<file path="config.mk">
export PLATFORM = sky130hd
export DESIGN_NAME = chip8_key_ctrl
export DESIGN_NICKNAME = d
export VERILOG_FILES = /design/src/rtl/chip8_key_ctrl.sv
export SDC_FILE = /design/constraint.sdc
export NUM_CORES = 1
export LEC_CHECK = 0
export ABC_AREA = 1
export BUFFER_PORTS_ARGS = -buffer_cell sky130_fd_sc_hd__buf_2
export CORE_ASPECT_RATIO = 1.4
export CORE_UTILIZATION = 40
export CTS_BUF_LIST = sky130_fd_sc_hd__clkbuf_2
export DETAILED_ROUTE_END_ITERATION = 8
export SYNTH_ARGS = -nofsm -noshare
export SYNTH_HDL_FRONTEND = slang
export SYNTH_SLANG_ARGS = --single-unit
export TNS_END_PERCENT = 10
</file>
<file path="constraint.sdc">
create_clock -name clk -period 1.9 [get_ports clk]
set_input_delay 0.19 -clock clk [delete_from_list [all_inputs] [get_ports clk]]
set_output_delay 0.19 -clock clk [all_outputs]
set_load 0.01 [all_outputs]
</file>
<file path="src/rtl/chip8_key_ctrl.sv">
// rtl/chip8_key_ctrl.sv - CHIP-8 keypad debouncer and key-command sequencer
//
// Ports:
//   clk, reset_n          rising-edge clock, asynchronous active-low reset
//   keys_raw[15:0]        raw key levels, 1 = pressed
//   cmd_valid/cmd_ready   command handshake; cmd_op 0=SKP 1=SKNP 2=WAITKEY 3=reserved
//   cmd_key[3:0]          key index for SKP/SKNP
//   abort                 cancels a pending WAITKEY
//   rsp_valid/rsp_ready   response handshake; rsp_skip, rsp_key, rsp_err payload
//   busy                  WAITKEY in progress
//   key_db[15:0]          debounced key state
module chip8_key_ctrl #(
  parameter int  DEBOUNCE_CYCLES = 16,
  localparam int CW              = $clog2(DEBOUNCE_CYCLES + 1)
) (
  input  logic        clk,
  input  logic        reset_n,
  input  logic [15:0] keys_raw,
  input  logic        cmd_valid,
  output logic        cmd_ready,
  input  logic [1:0]  cmd_op,
  input  logic [3:0]  cmd_key,
  input  logic        abort,
  output logic        rsp_valid,
  input  logic        rsp_ready,
  output logic        rsp_skip,
  output logic [3:0]  rsp_key,
  output logic        rsp_err,
  output logic        busy,
  output logic [15:0] key_db
);

  localparam logic [1:0] OP_SKP  = 2'd0;
  localparam logic [1:0] OP_SKNP = 2'd1;
  localparam logic [1:0] OP_WAIT = 2'd2;

  localparam logic [CW-1:0] CNT_LAST = CW'(DEBOUNCE_CYCLES - 1);

  typedef enum logic [1:0] {
    IDLE,
    WAIT_PRESS,
    WAIT_RELEASE,
    RESP
  } state_t;

  state_t        state;
  logic [CW-1:0] cnt [16];
  logic [15:0]   mask;
  logic [3:0]    sel;
  logic [15:0]   new_keys;

  // Keys pressed since the wait began; held-at-issue keys stay masked until
  // they have been seen released at least once.
  assign new_keys = key_db & ~mask;

  function automatic logic [3:0] lowest_index(input logic [15:0] v);
    logic [3:0] r;
    r = 4'd0;
    for (int i = 15; i >= 0; i--) begin
      if (v[i]) r = 4'(i);
    end
    return r;
  endfunction

  // Per-key debounce: the counter tracks how long the raw level has disagreed
  // with the debounced level. The flip happens on the edge where the counter
  // already sits at DEBOUNCE_CYCLES-1, so a stable change takes exactly
  // DEBOUNCE_CYCLES edges to appear on key_db.
  always_ff @(posedge clk or negedge reset_n) begin
    if (!reset_n) begin
      key_db <= '0;
      for (int i = 0; i < 16; i++) begin
        cnt[i] <= '0;
      end
    end else begin
      for (int i = 0; i < 16; i++) begin
        if (keys_raw[i] == key_db[i]) begin
          cnt[i] <= '0;
        end else if (cnt[i] == CNT_LAST) begin
          cnt[i]    <= '0;
          key_db[i] <= ~key_db[i];
        end else begin
          cnt[i] <= cnt[i] + CW'(1);
        end
      end
    end
  end

  // Command sequencer. All outputs are registered here; cmd_ready mirrors
  // "state == IDLE" one edge ahead so it is valid for the whole IDLE cycle.
  always_ff @(posedge clk or negedge reset_n) begin
    if (!reset_n) begin
      state     <= IDLE;
      cmd_ready <= 1'b1;
      rsp_valid <= 1'b0;
      rsp_skip  <= 1'b0;
      rsp_key   <= 4'd0;
      rsp_err   <= 1'b0;
      busy      <= 1'b0;
      mask      <= '0;
      sel       <= 4'd0;
    end else begin
      case (state)
        IDLE: begin
          if (cmd_valid && cmd_ready) begin
            cmd_ready <= 1'b0;
            case (cmd_op)
              OP_SKP, OP_SKNP: begin
                rsp_skip  <= key_db[cmd_key] ^ (cmd_op == OP_SKNP);
                rsp_key   <= 4'd0;
                rsp_err   <= 1'b0;
                rsp_valid <= 1'b1;
                state     <= RESP;
              end
              OP_WAIT: begin
                mask  <= key_db;
                busy  <= 1'b1;
                state <= WAIT_PRESS;
              end
              default: begin
                rsp_skip  <= 1'b0;
                rsp_key   <= 4'd0;
                rsp_err   <= 1'b1;
                rsp_valid <= 1'b1;
                state     <= RESP;
              end
            endcase
          end
        end

        WAIT_PRESS: begin
          // abort takes priority over a press seen on the same edge
          if (abort) begin
            busy      <= 1'b0;
            cmd_ready <= 1'b1;
            state     <= IDLE;
          end else begin
            mask <= mask & key_db;
            if (new_keys != 16'd0) begin
              sel   <= lowest_index(new_keys);
              state <= WAIT_RELEASE;
            end
          end
        end

        WAIT_RELEASE: begin
          if (abort) begin
            busy      <= 1'b0;
            cmd_ready <= 1'b1;
            state     <= IDLE;
          end else if (!key_db[sel]) begin
            rsp_key   <= sel;
            rsp_skip  <= 1'b0;
            rsp_err   <= 1'b0;
            rsp_valid <= 1'b1;
            busy      <= 1'b0;
            state     <= RESP;
          end
        end

        RESP: begin
          // Payload is left untouched so it stays stable until the handshake.
          if (rsp_ready) begin
            rsp_valid <= 1'b0;
            cmd_ready <= 1'b1;
            state     <= IDLE;
          end
        end

        default: begin
          state     <= IDLE;
          cmd_ready <= 1'b1;
          rsp_valid <= 1'b0;
          busy      <= 1'b0;
        end
      endcase
    end
  end

endmodule

</file>
==> flow_summary.html, run 1 <==
<table>
<tr><th>Metric</th><th>Value</th></tr>
<tr><th colspan="2">Power and ir drop</th></tr>
<tr><td>Flop pwr share</td><td>a little over two fifths</td></tr>
<tr><td>Power per cell area</td><td>around 1200 nW/µm²</td></tr>
<tr><td>Net Switching</td><td>2.99 mW</td></tr>
<tr><td>Share of total power in combinational logic</td><td>between 30% and 40%</td></tr>
<tr><td>Clock share of power</td><td>between 20% and 30%</td></tr>
<tr><td>Cell Int Power</td><td>roughly 5.4 mW</td></tr>
<tr><td>P_leak</td><td>about 3.6 nW</td></tr>
<tr><td>Final Total Pwr</td><td>about 8.4 mW</td></tr>
<tr><td>Highest ir drop seen on vdd</td><td>between 400 and 500 µV</td></tr>
<tr><td>Switching power share of the total</td><td>between 30% and 40%</td></tr>
<tr><th colspan="2">Floorplan</th></tr>
<tr><td>DIE WIDTH</td><td>between 100 and 150 µm</td></tr>
<tr><td>Area enclosed by the die boundary</td><td>approximately 15000 µm²</td></tr>
<tr><td>Area of the core</td><td>around 14000 µm²</td></tr>
<tr><td>Die span in y</td><td>between 100 and 150 µm</td></tr>
<tr><td>Starting density of the core</td><td>40.8%</td></tr>
<tr><td>Number of top-level design ports</td><td>52</td></tr>
<tr><td>Total number of placement rows</td><td>52</td></tr>
<tr><th colspan="2">Timing</th></tr>
<tr><td>Max-slew violation count</td><td>0</td></tr>
<tr><td>Transition time of the tightest slew-check pin</td><td>just over 1 ns</td></tr>
<tr><td>Count of final hold-check violations</td><td>0</td></tr>
<tr><td>Setup skew after layout</td><td>around 0.037 ns</td></tr>
<tr><td>Final setup vio count</td><td>0</td></tr>
<tr><td>Worst rel slew slack</td><td>a little under a third</td></tr>
<tr><td>Time the final worst path needs with I/O delays and setup</td><td>between 1.5 and 2 ns</td></tr>
<tr><td>Unrepaired setup endpoints after global routing</td><td>yes</td></tr>
<tr><td>Share of the clock period used by the worst path after layout</td><td>between 90% and 100%</td></tr>
<tr><td>Maximum operating frequency</td><td>576 MHz</td></tr>
<tr><th colspan="2">Drt</th></tr>
<tr><td>First drt pass iteration count</td><td>4</td></tr>
<tr><td>Vias per cell</td><td>between 4 and 5</td></tr>
<tr><td>Antenna-violating nets left</td><td>0</td></tr>
<tr><td>Total routed wirelength</td><td>~13000 µm</td></tr>
<tr><td>Vias post-DR</td><td>between 4000 and 5000</td></tr>
<tr><td>DR DRC count</td><td>0</td></tr>
<tr><td>Drt wl/cell</td><td>around 14 µm</td></tr>
<tr><td>Violation count after the first detailed-routing iteration</td><td>between 150 and 200</td></tr>
<tr><th colspan="2">Clock network</th></tr>
<tr><td>Root buffer cell</td><td>sky130_fd_sc_hd__clkbuf_2</td></tr>
<tr><td>Sinks on Clock Net</td><td>~130</td></tr>
<tr><td>Number of buffers inserted during clock tree synthesis</td><td>17</td></tr>
<tr><td>TritonCTS clock tree</td><td>done</td></tr>
<tr><td>CTS H-Tree Depth</td><td>4</td></tr>
<tr><td>Clock tree buffer depth</td><td>2</td></tr>
<tr><td>Clock insertion delay at the later pin of the skew report</td><td>0.69 ns</td></tr>
<tr><td>Clk pin slew, worst setup/hold paths</td><td>roughly 0.22 ns</td></tr>
<tr><th colspan="2">Run status</th></tr>
<tr><td>Result of the run</td><td>completed</td></tr>
<tr><th colspan="2">Placed design</th></tr>
<tr><td>Half-perimeter wire length of the detailed placement result</td><td>between 9000 and 10000 µm</td></tr>
<tr><td>Buffers added on ports</td><td>51</td></tr>
<tr><td>Post-detailed-placement cell area</td><td>approximately 6400 µm²</td></tr>
<tr><td>Final Wtd Congestion</td><td>between 0.8 and 0.9</td></tr>
<tr><th colspan="2">Worst setup path</th></tr>
<tr><td>Critical path startpoint category</td><td>register</td></tr>
<tr><td>Worst endpoint required time</td><td>2.47 ns</td></tr>
<tr><td>Logic depth of the worst register-to-register path</td><td>10</td></tr>
<tr><td>Worst Path Arrival</td><td>approximately 2.3 ns</td></tr>
<tr><td>Setup Crit Path Kind</td><td>reg2reg</td></tr>
<tr><td>Crit-path max FO</td><td>6</td></tr>
<tr><td>Setup crit end kind</td><td>register</td></tr>
<tr><th colspan="2">Final layout</th></tr>
<tr><td>Final design instance area without fill</td><td>roughly 7100 µm²</td></tr>
<tr><td>Signed area change from the synthesized netlist to the final layout</td><td>20.2%</td></tr>
<tr><td>Fraction of layout cells with a size suffix above 1</td><td>between 10% and 20%</td></tr>
<tr><td>Total number of nets in the final design</td><td>800</td></tr>
<tr><th colspan="2">Logic synthesis</th></tr>
<tr><td>Cell area after synthesis</td><td>approximately 5900 µm²</td></tr>
<tr><td>Synth unique cells</td><td>28</td></tr>
<tr><td>Total nets after synthesis</td><td>700</td></tr>
<tr><td>Sequential fraction of the synthesis area</td><td>53.9%</td></tr>
<tr><td>Average cell area after synthesis</td><td>9.04 µm²</td></tr>
<tr><td>FF+latch count, synth</td><td>127</td></tr>
<tr><td>Yosys warning count</td><td>0</td></tr>
<tr><td>Number of instances in the synthesized netlist</td><td>between 600 and 700</td></tr>
<tr><th colspan="2">Global routing</th></tr>
<tr><td>Antenna violations before repair</td><td>3</td></tr>
<tr><td>Wire length of the first global-routing pass</td><td>between 20000 and 25000 µm</td></tr>
<tr><td>Largest net degree at the start of global routing</td><td>40</td></tr>
<tr><td>Via count of the first global-routing pass</td><td>roughly 4800</td></tr>
<tr><td>Total global-route track usage</td><td>between 10% and 20%</td></tr>
<tr><td>Global route overflow</td><td>0</td></tr>
<tr><th colspan="2">Flow run</th></tr>
<tr><td>Total of max-cap violations</td><td>0</td></tr>
<tr><th colspan="2">Hold path</th></tr>
<tr><td>Path category of the worst min-delay check</td><td>in2async</td></tr>
</table>
-- kinds of logic (layout without fill, tap and decap cells) --
kind of cell    count (synthesis)  in the layout  synth area share, %
buf+inv                        96            208                 6.66
flops                         127            127                 53.9
simple gates                  254            254                 18.0
other cells                     0              2                    0
xor+xnor                       32             32                 4.75
compound gates                122            123                 12.2
fa+ha+maj                      21             21                 4.46
-- layout by cell type (no fill, tap or decap), types with 2 or more instances in the layout --
master / count
sky130_fd_sc_hd__o21ai_0: 35
sky130_fd_sc_hd__dlygate4sd3_1: 24
sky130_fd_sc_hd__nor2_1: 76
sky130_fd_sc_hd__xor2_1: 16
sky130_fd_sc_hd__inv_2: 2
sky130_fd_sc_hd__buf_4: 10
sky130_fd_sc_hd__nand3_1: 29
sky130_fd_sc_hd__clkinv_2: 2
sky130_fd_sc_hd__and3_1: 16
sky130_fd_sc_hd__nand4_1: 2
sky130_fd_sc_hd__bufinv_16: 6
sky130_fd_sc_hd__nor3_1: 17
sky130_fd_sc_hd__nand2_1: 111
sky130_fd_sc_hd__dfrtp_1: 124
sky130_fd_sc_hd__o21ai_2: 6
sky130_fd_sc_hd__inv_1: 86
sky130_fd_sc_hd__a31oi_1: 2
sky130_fd_sc_hd__clkinv_4: 3
sky130_fd_sc_hd__xnor2_1: 16
sky130_fd_sc_hd__buf_6: 2
sky130_fd_sc_hd__buf_12: 2
sky130_fd_sc_hd__clkinvlp_4: 3
sky130_fd_sc_hd__o21ai_1: 3
sky130_fd_sc_hd__o2111ai_4: 2
sky130_fd_sc_hd__o211ai_1: 4
sky130_fd_sc_hd__a21oi_1: 50
sky130_fd_sc_hd__a22oi_1: 16
sky130_fd_sc_hd__dfrtp_2: 2
sky130_fd_sc_hd__o211ai_2: 2
sky130_fd_sc_hd__ha_1: 20
sky130_fd_sc_hd__buf_2: 50
sky130_fd_sc_hd__clkbuf_2: 17
sky130_fd_sc_hd__diode_2: 2
-- timing repair --
| item | CTS | global route |
|---|---|---|
| endpoints found under the hold margin | 234 | 0 |
| endpoints found under the setup margin | 6 | 25 |
| gates resized for setup | 1 | 14 |
| pin swaps | 0 | 1 |
| cloned | 0 | 1 |
| hold buffers | 24 | 0 |
| buffers inserted | 0 | 3 |
-- metrics by stage --
stage / TNS (ns) / instances / util [%] / hold WS [ns] / setup slack, ns
2_1_floorplan: 0 / 652 / - / -0.106 / 0.136
3_3_place_gp: 0 / 894 / 44.5 / 0.222 / 0.0220
3_5_place_dp: -0.128 / 894 / 44.5 / 0.231 / -0.0272
4_1_cts: 0 / 950 / 48.5 / 0.0216 / 0.0414
5_1_grt: -0.00544 / 955 / 49.0 / 0.0272 / -0.00544
6_report: 0 / 956 / 49.1 / 0.0479 / 0.164
-- synthesized netlist by cell type --
cell type | number | share of area, %
sky130_fd_sc_hd__o211ai_1 | 4 | 0.51
sky130_fd_sc_hd__o211ai_2 | 2 | 0.42
sky130_fd_sc_hd__dfstp_2 | 1 | 0.45
sky130_fd_sc_hd__nor3_1 | 17 | 1.4
sky130_fd_sc_hd__o221ai_1 | 1 | 0.15
sky130_fd_sc_hd__inv_1 | 88 | 5.6
sky130_fd_sc_hd__nand3b_1 | 1 | 0.13
sky130_fd_sc_hd__o21ai_2 | 7 | 1.0
sky130_fd_sc_hd__nor2_1 | 77 | 4.9
sky130_fd_sc_hd__o2111ai_2 | 1 | 0.25
sky130_fd_sc_hd__nand3_1 | 29 | 2.5
sky130_fd_sc_hd__xor2_1 | 16 | 2.4
sky130_fd_sc_hd__a31oi_1 | 2 | 0.21
sky130_fd_sc_hd__ha_1 | 21 | 4.5
sky130_fd_sc_hd__buf_6 | 2 | 0.38
sky130_fd_sc_hd__o21ai_0 | 38 | 3.2
sky130_fd_sc_hd__buf_2 | 2 | 0.17
sky130_fd_sc_hd__o31ai_1 | 1 | 0.13
sky130_fd_sc_hd__a22oi_1 | 16 | 2.0
sky130_fd_sc_hd__xnor2_1 | 16 | 2.4
sky130_fd_sc_hd__clkbuf_1 | 2 | 0.13
sky130_fd_sc_hd__a21oi_1 | 50 | 4.2
sky130_fd_sc_hd__dfrtp_1 | 126 | 53
sky130_fd_sc_hd__and3_1 | 16 | 1.7
sky130_fd_sc_hd__nand2_1 | 112 | 7.1
sky130_fd_sc_hd__buf_4 | 1 | 0.13
sky130_fd_sc_hd__nand4_1 | 2 | 0.21
sky130_fd_sc_hd__buf_8 | 1 | 0.25
-- power groups by stage --
stage	Clock [mW]	Sequential, mW	Combinational [mW]
after global routing	2.34	3.63	3.01
after global placement	0	3.60	2.36
after CTS	2.22	3.56	2.51
after floorplan	0	3.56	1.77
after detailed placement	0	3.61	2.42
final	2.15	3.56	2.66
-- routing by layer --
metal	routed length (µm)	GRT usage [%]
met5	13	0
met4	253	6.34
met3	582	5.19
met2	6720	32.8
met1	5390	20.8
-- critical path, stage by stage, from the launching register on --
cell                        delay [ns]
sky130_fd_sc_hd__dfrtp_1          0.46
sky130_fd_sc_hd__inv_1            0.14
sky130_fd_sc_hd__nand2_1          0.07
sky130_fd_sc_hd__o211ai_1         0.08
sky130_fd_sc_hd__nand3_1          0.11
sky130_fd_sc_hd__nand3_1          0.09
sky130_fd_sc_hd__nand2_2          0.10
sky130_fd_sc_hd__o21ai_4          0.23
sky130_fd_sc_hd__o2111ai_4        0.18
sky130_fd_sc_hd__nand2_1          0.12
sky130_fd_sc_hd__o21ai_2          0.06
-- state kept, by name, summed over array words and instances, names as in the netlist, 2 cells and up --
signal   count
cnt         80
key_db      16
mask        16
rsp_key      4
sel          4
state        2
-- final timing paths --
check	slack, ns	startpoint	end
max	0.16	key_db[11]	rsp_key[0]
min	0.05	reset_n	cmd_ready
max reg2reg	0.16	key_db[11]	rsp_key[0]
min reg2reg	0.47	cnt[40]	cnt[40]
max in group asynchronous	0.37	reset_n	mask[3]
min in group clk	0.10	cmd_valid	rsp_skip
-- cell type report --
| type | count | area (µm²) |
|---|---|---|
| Sequential cell | 127 | 3180 |
| Timing Repair Buffer | 88 | 628 |
| Inverter | 88 | 330 |
| Multi-Input combinational cell | 430 | 2380 |
| Antenna cell | 2 | 5.00 |
| Clock buffer | 17 | 85.1 |
| Tap cell | 189 | 236 |
| Clock inverter | 15 | 243 |
| Fill cell | 1402 | 7360 |
No activity file was read; power rests on OpenSTA's default activity.
==> run 2: changes to the inputs <==
==> constraint.sdc (replaced) <==
create_clock -name clk -period 1.9 [get_ports clk]
set_input_delay 0.095 -clock clk [delete_from_list [all_inputs] [get_ports clk]]
set_output_delay 0.095 -clock clk [all_outputs]
set_load 0.01 [all_outputs]
==> flow_summary.html, run 2 (same netlist as run 1, synthesis figures left out) <==
<table>
<tr><th>Metric</th><th>Value</th></tr>
<tr><th colspan="2">Timing</th></tr>
<tr><td>Final setup vio count</td><td>0</td></tr>
<tr><td>Setup skew after layout</td><td>about 0.022 ns</td></tr>
<tr><td>Count of final hold-check violations</td><td>0</td></tr>
<tr><td>Share of the clock period used by the worst path after layout</td><td>between 90% and 100%</td></tr>
<tr><td>Worst rel slew slack</td><td>57.4%</td></tr>
<tr><td>Post-route setup TNS</td><td>0 ns</td></tr>
<tr><td>Time the final worst path needs with I/O delays and setup</td><td>around 1.8 ns</td></tr>
<tr><td>Transition time of the tightest slew-check pin</td><td>between 0.6 and 0.7 ns</td></tr>
<tr><td>Maximum operating frequency</td><td>between 500 and 600 MHz</td></tr>
<tr><td>Max-slew violation count</td><td>0</td></tr>
<tr><th colspan="2">Floorplan</th></tr>
<tr><td>Die span in y</td><td>about 150 µm</td></tr>
<tr><td>Area of the core</td><td>approximately 14000 µm²</td></tr>
<tr><td>DIE WIDTH</td><td>about 100 µm</td></tr>
<tr><td>Area enclosed by the die boundary</td><td>about 15000 µm²</td></tr>
<tr><td>Starting density of the core</td><td>between 40% and 50%</td></tr>
<tr><td>Number of top-level design ports</td><td>52</td></tr>
<tr><td>Total number of placement rows</td><td>52</td></tr>
<tr><th colspan="2">Drt</th></tr>
<tr><td>First drt pass iteration count</td><td>4</td></tr>
<tr><td>Vias post-DR</td><td>roughly 4700</td></tr>
<tr><td>Total routed wirelength</td><td>approximately 13000 µm</td></tr>
<tr><td>Violation count after the first detailed-routing iteration</td><td>~200</td></tr>
<tr><td>Drt wl/cell</td><td>13.3 µm</td></tr>
<tr><td>DR DRC count</td><td>0</td></tr>
<tr><td>Vias per cell</td><td>between 4 and 5</td></tr>
<tr><td>Antenna-violating nets left</td><td>0</td></tr>
<tr><th colspan="2">Worst setup path</th></tr>
<tr><td>Critical-path cell with the highest stage delay</td><td>sky130_fd_sc_hd__dfrtp_1</td></tr>
<tr><td>Worst Path Arrival</td><td>about 2.4 ns</td></tr>
<tr><td>Crit-path max FO</td><td>16</td></tr>
<tr><td>Largest incremental delay on the critical path</td><td>approximately 0.46 ns</td></tr>
<tr><td>Worst endpoint required time</td><td>2.49 ns</td></tr>
<tr><td>Cells along the critical path</td><td>inv_1, ha_1, inv_1, a21oi_1, inv_2, nand2_1, a21oi_1, buf_6, a22oi_1</td></tr>
<tr><td>Critical path startpoint category</td><td>register</td></tr>
<tr><td>Setup Crit Path Kind</td><td>reg2reg</td></tr>
<tr><td>Setup crit end kind</td><td>register</td></tr>
<tr><th colspan="2">Final layout</th></tr>
<tr><td>Most flop-heavy register</td><td>cnt</td></tr>
<tr><td>Number of flip-flops under the largest register name</td><td>80</td></tr>
<tr><td>Most frequent cells in the layout</td><td>sky130_fd_sc_hd__dfrtp_1, sky130_fd_sc_hd__nand2_1, sky130_fd_sc_hd__inv_1</td></tr>
<tr><td>Total number of nets in the final design</td><td>about 800</td></tr>
<tr><td>Final design instance area without fill</td><td>~7000 µm²</td></tr>
<tr><td>Fraction of layout cells with a size suffix above 1</td><td>between 10% and 20%</td></tr>
<tr><td>Largest regs</td><td>cnt: 80 flops, key_db: 16 flops, mask: 16 flops</td></tr>
<tr><td>Signed area change from the synthesized netlist to the final layout</td><td>18.7%</td></tr>
<tr><td>Most common cell after layout, fill and taps aside</td><td>sky130_fd_sc_hd__dfrtp_1</td></tr>
<tr><th colspan="2">Clock network</th></tr>
<tr><td>Clock tree buffer depth</td><td>2</td></tr>
<tr><td>TritonCTS clock tree</td><td>done</td></tr>
<tr><td>CTS H-Tree Depth</td><td>4</td></tr>
<tr><td>Root buffer cell</td><td>sky130_fd_sc_hd__clkbuf_2</td></tr>
<tr><td>Clock insertion delay at the later pin of the skew report</td><td>about 0.71 ns</td></tr>
<tr><td>Clk pin slew, worst setup/hold paths</td><td>0.20 ns</td></tr>
<tr><td>Sinks on Clock Net</td><td>about 130</td></tr>
<tr><td>Number of buffers inserted during clock tree synthesis</td><td>17</td></tr>
<tr><th colspan="2">Global routing</th></tr>
<tr><td>Met2 track demand over resource in global routing</td><td>a little under a third</td></tr>
<tr><td>Global route overflow</td><td>0</td></tr>
<tr><td>GRT met1 Usage</td><td>20.1%</td></tr>
<tr><td>Largest net degree at the start of global routing</td><td>63</td></tr>
<tr><td>Most crowded layer after global routing</td><td>met2</td></tr>
<tr><td>Met3 GRT Util</td><td>5.19%</td></tr>
<tr><td>Via count of the first global-routing pass</td><td>roughly 4800</td></tr>
<tr><td>Antenna violations before repair</td><td>1</td></tr>
<tr><td>Total global-route track usage</td><td>around 18%</td></tr>
<tr><td>Wire length of the first global-routing pass</td><td>about 22000 µm</td></tr>
<tr><th colspan="2">Power and ir drop</th></tr>
<tr><td>Power per cell area</td><td>between 1000 and 1500 nW/µm²</td></tr>
<tr><td>P_leak</td><td>approximately 3.6 nW</td></tr>
<tr><td>Highest ir drop seen on vdd</td><td>roughly 500 µV</td></tr>
<tr><th colspan="2">Placed design</th></tr>
<tr><td>Buffers added on ports</td><td>just over 50</td></tr>
<tr><td>Half-perimeter wire length of the detailed placement result</td><td>roughly 9400 µm</td></tr>
<tr><td>Final Wtd Congestion</td><td>about 0.9</td></tr>
<tr><td>Post-detailed-placement cell area</td><td>around 6400 µm²</td></tr>
<tr><th colspan="2">Hold path</th></tr>
<tr><td>Path category of the worst min-delay check</td><td>in2reg</td></tr>
<tr><th colspan="2">Flow run</th></tr>
<tr><td>Total of max-cap violations</td><td>0</td></tr>
<tr><th colspan="2">Run status</th></tr>
<tr><td>Result of the run</td><td>completed</td></tr>
</table>
-- run 2: worst paths after layout --
check | start | end | slack [ns] | cells after the start
max in group asynchronous | reset_n | cmd_ready | 0.70 | 4
worst min-delay path | cmd_key[1] | rsp_skip | 0.16 | 7
min in group asynchronous | reset_n | cnt[65] | 0.45 | 3
worst max register to register | state[0] | mask[3] | 0.15 | 9
worst min register to register | cnt[60] | cnt[60] | 0.47 | 1
worst max-delay path | state[0] | mask[3] | 0.15 | 9
-- run 2: critical path, delay by kind of cell, from the launching register on --
family | cells | cell delay, ns
DFF | 1 | 0.46
and+or+nand+nor | 1 | 0.11
buffers and inverters | 4 | 0.54
AOI/OAI and AO/OA | 3 | 0.31
adders and majority gates | 1 | 0.22
-- run 2: cell type report --
cell class                 count  area [µm²]
clock inverter                15         170
fill                        1409        7440
multi-input combinational    430        2380
sequential                   127        3180
inverter                      88         330
antenna                        1        2.50
timing repair buffer          87         619
clock buffer                  17        85.1
tap                          189         236
-- run 2: report_power, final --
group / switching [mW] / total (mW) / internal [mW]
clock: 1.04 / 1.77 / 0.726
sequential: 0.351 / 3.57 / 3.22
combinational: 1.59 / 2.61 / 1.03
total: 2.98 / 7.96 / 4.98
-- run 2: what timing repair did --
item | CTS | global route
resized for setup | 2 | 10
endpoints found under the hold margin | 238 | 0
pin swaps | 0 | 1
gates cloned | 0 | 1
hold buffers | 25 | 0
setup endpoints to repair | 6 | 25
setup buffers | 0 | 2
-- run 2: per-stage QoR --
stage	instances	setup WS [ns]	total power, mW	hold WS (ns)	utilization [%]
floorplan	652	0.136	5.33	-0.201	-
global placement	893	0.0373	5.95	-0.0473	44.4
detailed placement	893	-0.0495	6.05	-0.0447	44.4
CTS	950	0.0721	7.92	0.0727	48.0
global route	954	-0.000315	8.57	0.123	48.5
finish	954	0.147	7.96	0.159	48.5
-- run 2: routing by layer --
metal	up-vias	routed length, µm
met4	0	407
met2	97	6380
li1	2325	-
met3	32	583
met1	2231	5360
met5	-	0
==> run 3: changes to the inputs <==
Settings changed: CELL_PAD_IN_SITES_DETAIL_PLACEMENT set to 1, CELL_PAD_IN_SITES_GLOBAL_PLACEMENT set to 2, CORE_UTILIZATION 40 to 35, MAX_ROUTING_LAYER set to met4, PLACE_DENSITY_LB_ADDON set to 0.1, REMOVE_ABC_BUFFERS set to 1.
==> flow_summary.html, run 3 (same netlist as run 1, synthesis figures left out) <==
<table>
<tr><th>Metric</th><th>Value</th></tr>
<tr><th colspan="2">Worst setup path</th></tr>
<tr><td>Critical-path cell with the highest stage delay</td><td>sky130_fd_sc_hd__dfrtp_1</td></tr>
<tr><td>Worst endpoint required time</td><td>~2.5 ns</td></tr>
<tr><td>Logic depth of the worst register-to-register path</td><td>9</td></tr>
<tr><td>Crit-path max FO</td><td>11</td></tr>
<tr><td>Worst Path Arrival</td><td>between 2 and 2.5 ns</td></tr>
<tr><td>Largest incremental delay on the critical path</td><td>0.41 ns</td></tr>
<tr><td>Worst reg2reg setup slack</td><td>0.17 ns</td></tr>
<tr><td>Buffering stage count on the worst path with inverters included</td><td>1</td></tr>
<tr><td>Critical path startpoint category</td><td>register</td></tr>
<tr><td>Start of the worst register-to-register path</td><td>sel[0]</td></tr>
<tr><td>Setup Crit Path Kind</td><td>reg2reg</td></tr>
<tr><td>Kind of cell adding the most delay to the critical path</td><td>compound AO/OA/AOI/OAI gates</td></tr>
<tr><td>Setup crit end kind</td><td>register</td></tr>
<tr><td>Critical register-to-register path endpoint</td><td>rsp_key[0]</td></tr>
<tr><td>Cells along the critical path</td><td>buf_4, o211ai_1, nand3_1, nand3_1, nand2_1, o21ai_4, o2111ai_4, nand2_1, o21ai_2</td></tr>
<tr><th colspan="2">Drt</th></tr>
<tr><td>Antenna-violating nets left</td><td>0</td></tr>
<tr><td>Total routed wirelength</td><td>approximately 14000 µm</td></tr>
<tr><td>DR DRC count</td><td>5</td></tr>
<tr><td>Violation count after the first detailed-routing iteration</td><td>~130</td></tr>
<tr><td>Vias post-DR</td><td>around 4700</td></tr>
<tr><td>First drt pass iteration count</td><td>6</td></tr>
<tr><td>Vias per cell</td><td>between 4 and 5</td></tr>
<tr><td>Drt wl/cell</td><td>around 15 µm</td></tr>
<tr><th colspan="2">Final layout</th></tr>
<tr><td>Total number of nets in the final design</td><td>between 800 and 900</td></tr>
<tr><td>Number of flip-flops under the largest register name</td><td>80</td></tr>
<tr><td>Final design instance area without fill</td><td>just under 7000 µm²</td></tr>
<tr><td>Most common cell after layout, fill and taps aside</td><td>sky130_fd_sc_hd__dfrtp_1</td></tr>
<tr><td>Multi-input gate area</td><td>roughly 2400 µm²</td></tr>
<tr><td>Most frequent cells in the layout</td><td>sky130_fd_sc_hd__dfrtp_1, sky130_fd_sc_hd__nand2_1, sky130_fd_sc_hd__inv_1</td></tr>
<tr><td>Area taken by flip-flops and latches</td><td>3180 µm²</td></tr>
<tr><td>Most flop-heavy register</td><td>cnt</td></tr>
<tr><td>Filler Cells Inserted</td><td>about 1900</td></tr>
<tr><td>Signed area change from the synthesized netlist to the final layout</td><td>17.8%</td></tr>
<tr><td>Largest regs</td><td>cnt: 80 flops, key_db: 16 flops, mask: 16 flops</td></tr>
<tr><td>Fraction of layout cells with a size suffix above 1</td><td>14.3%</td></tr>
<tr><th colspan="2">Floorplan</th></tr>
<tr><td>DIE WIDTH</td><td>about 110 µm</td></tr>
<tr><td>Starting density of the core</td><td>a little over a third</td></tr>
<tr><td>Die span in y</td><td>around 160 µm</td></tr>
<tr><td>Area enclosed by the die boundary</td><td>about 17000 µm²</td></tr>
<tr><td>Number of top-level design ports</td><td>52</td></tr>
<tr><td>Area of the core</td><td>around 16000 µm²</td></tr>
<tr><td>Total number of placement rows</td><td>55</td></tr>
<tr><th colspan="2">Clock network</th></tr>
<tr><td>Clk pin slew, worst setup/hold paths</td><td>0.18 ns</td></tr>
<tr><td>Clock tree buffer depth</td><td>2</td></tr>
<tr><td>Sinks on Clock Net</td><td>~130</td></tr>
<tr><td>TritonCTS clock tree</td><td>done</td></tr>
<tr><td>Clock insertion delay at the later pin of the skew report</td><td>0.69 ns</td></tr>
<tr><td>Number of buffers inserted during clock tree synthesis</td><td>17</td></tr>
<tr><td>Root buffer cell</td><td>sky130_fd_sc_hd__clkbuf_2</td></tr>
<tr><td>CTS H-Tree Depth</td><td>4</td></tr>
<tr><th colspan="2">Power and ir drop</th></tr>
<tr><td>Highest ir drop seen on vdd</td><td>between 300 and 400 µV</td></tr>
<tr><td>Final Total Pwr</td><td>between 7 and 8 mW</td></tr>
<tr><td>P_leak</td><td>roughly 3.6 nW</td></tr>
<tr><td>Power per cell area</td><td>approximately 1100 nW/µm²</td></tr>
<tr><th colspan="2">Global routing</th></tr>
<tr><td>Wire length of the first global-routing pass</td><td>~24000 µm</td></tr>
<tr><td>Total global-route track usage</td><td>18.5%</td></tr>
<tr><td>Global route overflow</td><td>0</td></tr>
<tr><td>Largest net degree at the start of global routing</td><td>around 130</td></tr>
<tr><td>Via count of the first global-routing pass</td><td>roughly 5100</td></tr>
<tr><td>Antenna violations before repair</td><td>1</td></tr>
<tr><th colspan="2">Timing</th></tr>
<tr><td>Count of final hold-check violations</td><td>0</td></tr>
<tr><td>Final setup vio count</td><td>0</td></tr>
<tr><td>Final hold slack</td><td>0.179 ns</td></tr>
<tr><td>Max-slew violation count</td><td>0</td></tr>
<tr><td>Maximum operating frequency</td><td>approximately 580 MHz</td></tr>
<tr><td>Worst rel slew slack</td><td>between 50% and 60%</td></tr>
<tr><td>Unrepaired setup endpoints after global routing</td><td>yes</td></tr>
<tr><td>Time the final worst path needs with I/O delays and setup</td><td>about 1.7 ns</td></tr>
<tr><td>Transition time of the tightest slew-check pin</td><td>about 0.70 ns</td></tr>
<tr><td>Share of the clock period used by the worst path after layout</td><td>around 90%</td></tr>
<tr><td>Setup skew after layout</td><td>0.0277 ns</td></tr>
<tr><th colspan="2">Run status</th></tr>
<tr><td>Result of the run</td><td>complete, but fails checks</td></tr>
<tr><td>Violated checks</td><td>DRC</td></tr>
<tr><th colspan="2">Flow run</th></tr>
<tr><td>Total of max-cap violations</td><td>0</td></tr>
<tr><th colspan="2">Hold path</th></tr>
<tr><td>Hold path startpoint</td><td>cmd_key[1]</td></tr>
<tr><td>Path category of the worst min-delay check</td><td>in2reg</td></tr>
<tr><td>End point of the most critical hold path</td><td>rsp_skip</td></tr>
<tr><td>Worst Hold Path Cells</td><td>7</td></tr>
<tr><th colspan="2">Placed design</th></tr>
<tr><td>Half-perimeter wire length of the detailed placement result</td><td>approximately 11000 µm</td></tr>
<tr><td>Post-detailed-placement cell area</td><td>6460 µm²</td></tr>
<tr><td>Final Wtd Congestion</td><td>~0.8</td></tr>
<tr><td>Buffers added on ports</td><td>51</td></tr>
</table>
run 3: cell count changes in the layout (fill, tap and decap cells not counted), sizes merged:
| cell | previous run | this run |
|---|---|---|
| bufinv | 3 | 0 |
| buf | 62 | 65 |
| clkbuf | 17 | 19 |
| clkinv | 8 | 10 |
| inv | 89 | 88 |
run 3: cell type report:
type                       instances  area share [%]
sequential                       127            45.8
multi-input combinational        430            34.2
timing repair buffer              90            9.19
inverter                          88            4.76
tap                              199            3.58
clock buffer                      19            1.37
clock inverter                    13            1.08
antenna                            1          0.0360
run 3: tightest hold or removal path, cell delays in order:
cell and delay (ns):
sky130_fd_sc_hd__buf_2 0.16, sky130_fd_sc_hd__o211ai_1 0.11, sky130_fd_sc_hd__nand3_1 0.09, sky130_fd_sc_hd__nand3_1 0.15, sky130_fd_sc_hd__nand3_1 0.10, sky130_fd_sc_hd__nand3_1 0.10, sky130_fd_sc_hd__o21ai_2 0.06
run 3: worst max path at each step:
stage / slack, ns / depth (start not counted) / end / start
after floorplan: -0.02 / 8 / mask[0] / state[0]
after global placement: -0.009 / 9 / rsp_skip / sel[1]
after detailed placement: -0.07 / 9 / rsp_key[0] / sel[1]
after CTS: 0.04 / 10 / rsp_key[0] / key_db[11]
after global routing: 0.001 / 10 / rsp_valid / key_db[5]
final: 0.17 / 9 / rsp_key[0] / sel[0]
run 3: metrics by stage:
step | std cells | TNS, ns | utilization, % | worst slack (ns)
floorplan | 644 | -0.265 | - | -0.0166
global placement | 907 | -0.0509 | 39.6 | -0.00903
detailed placement | 907 | -0.341 | 39.6 | -0.0670
CTS | 964 | 0 | 42.3 | 0.0445
global route | 967 | 0 | 42.6 | 0.00145
finish | 967 | 0 | 42.6 | 0.168
run 3: routing by layer:
metal  up-vias  GRT usage (%)  routed length [µm]
met5         -              -                   0
met1      2304           20.6                6240
met4         0           7.21                 227
li1       2331              -                   -
met2        46           32.4                7540
met3        14           3.73                 415
run 3: report_power, final:
part | leakage (nW) | total [mW] | internal, mW | switching (mW)
clock | 0.110 | 1.34 | 0.324 | 1.02
sequential | 1.63 | 3.55 | 3.22 | 0.328
combinational | 1.82 | 2.77 | 1.09 | 1.68
total | 3.56 | 7.66 | 4.63 | 3.02
run 3: repair_timing:
action | 4_1_cts | 5_1_grt
cloned | 0 | 1
endpoints found under the setup margin | 6 | 14
hold buffers | 25 | 0
gates resized for setup | 2 | 7
buffers inserted | 0 | 1
hold endpoints to repair | 238 | 0
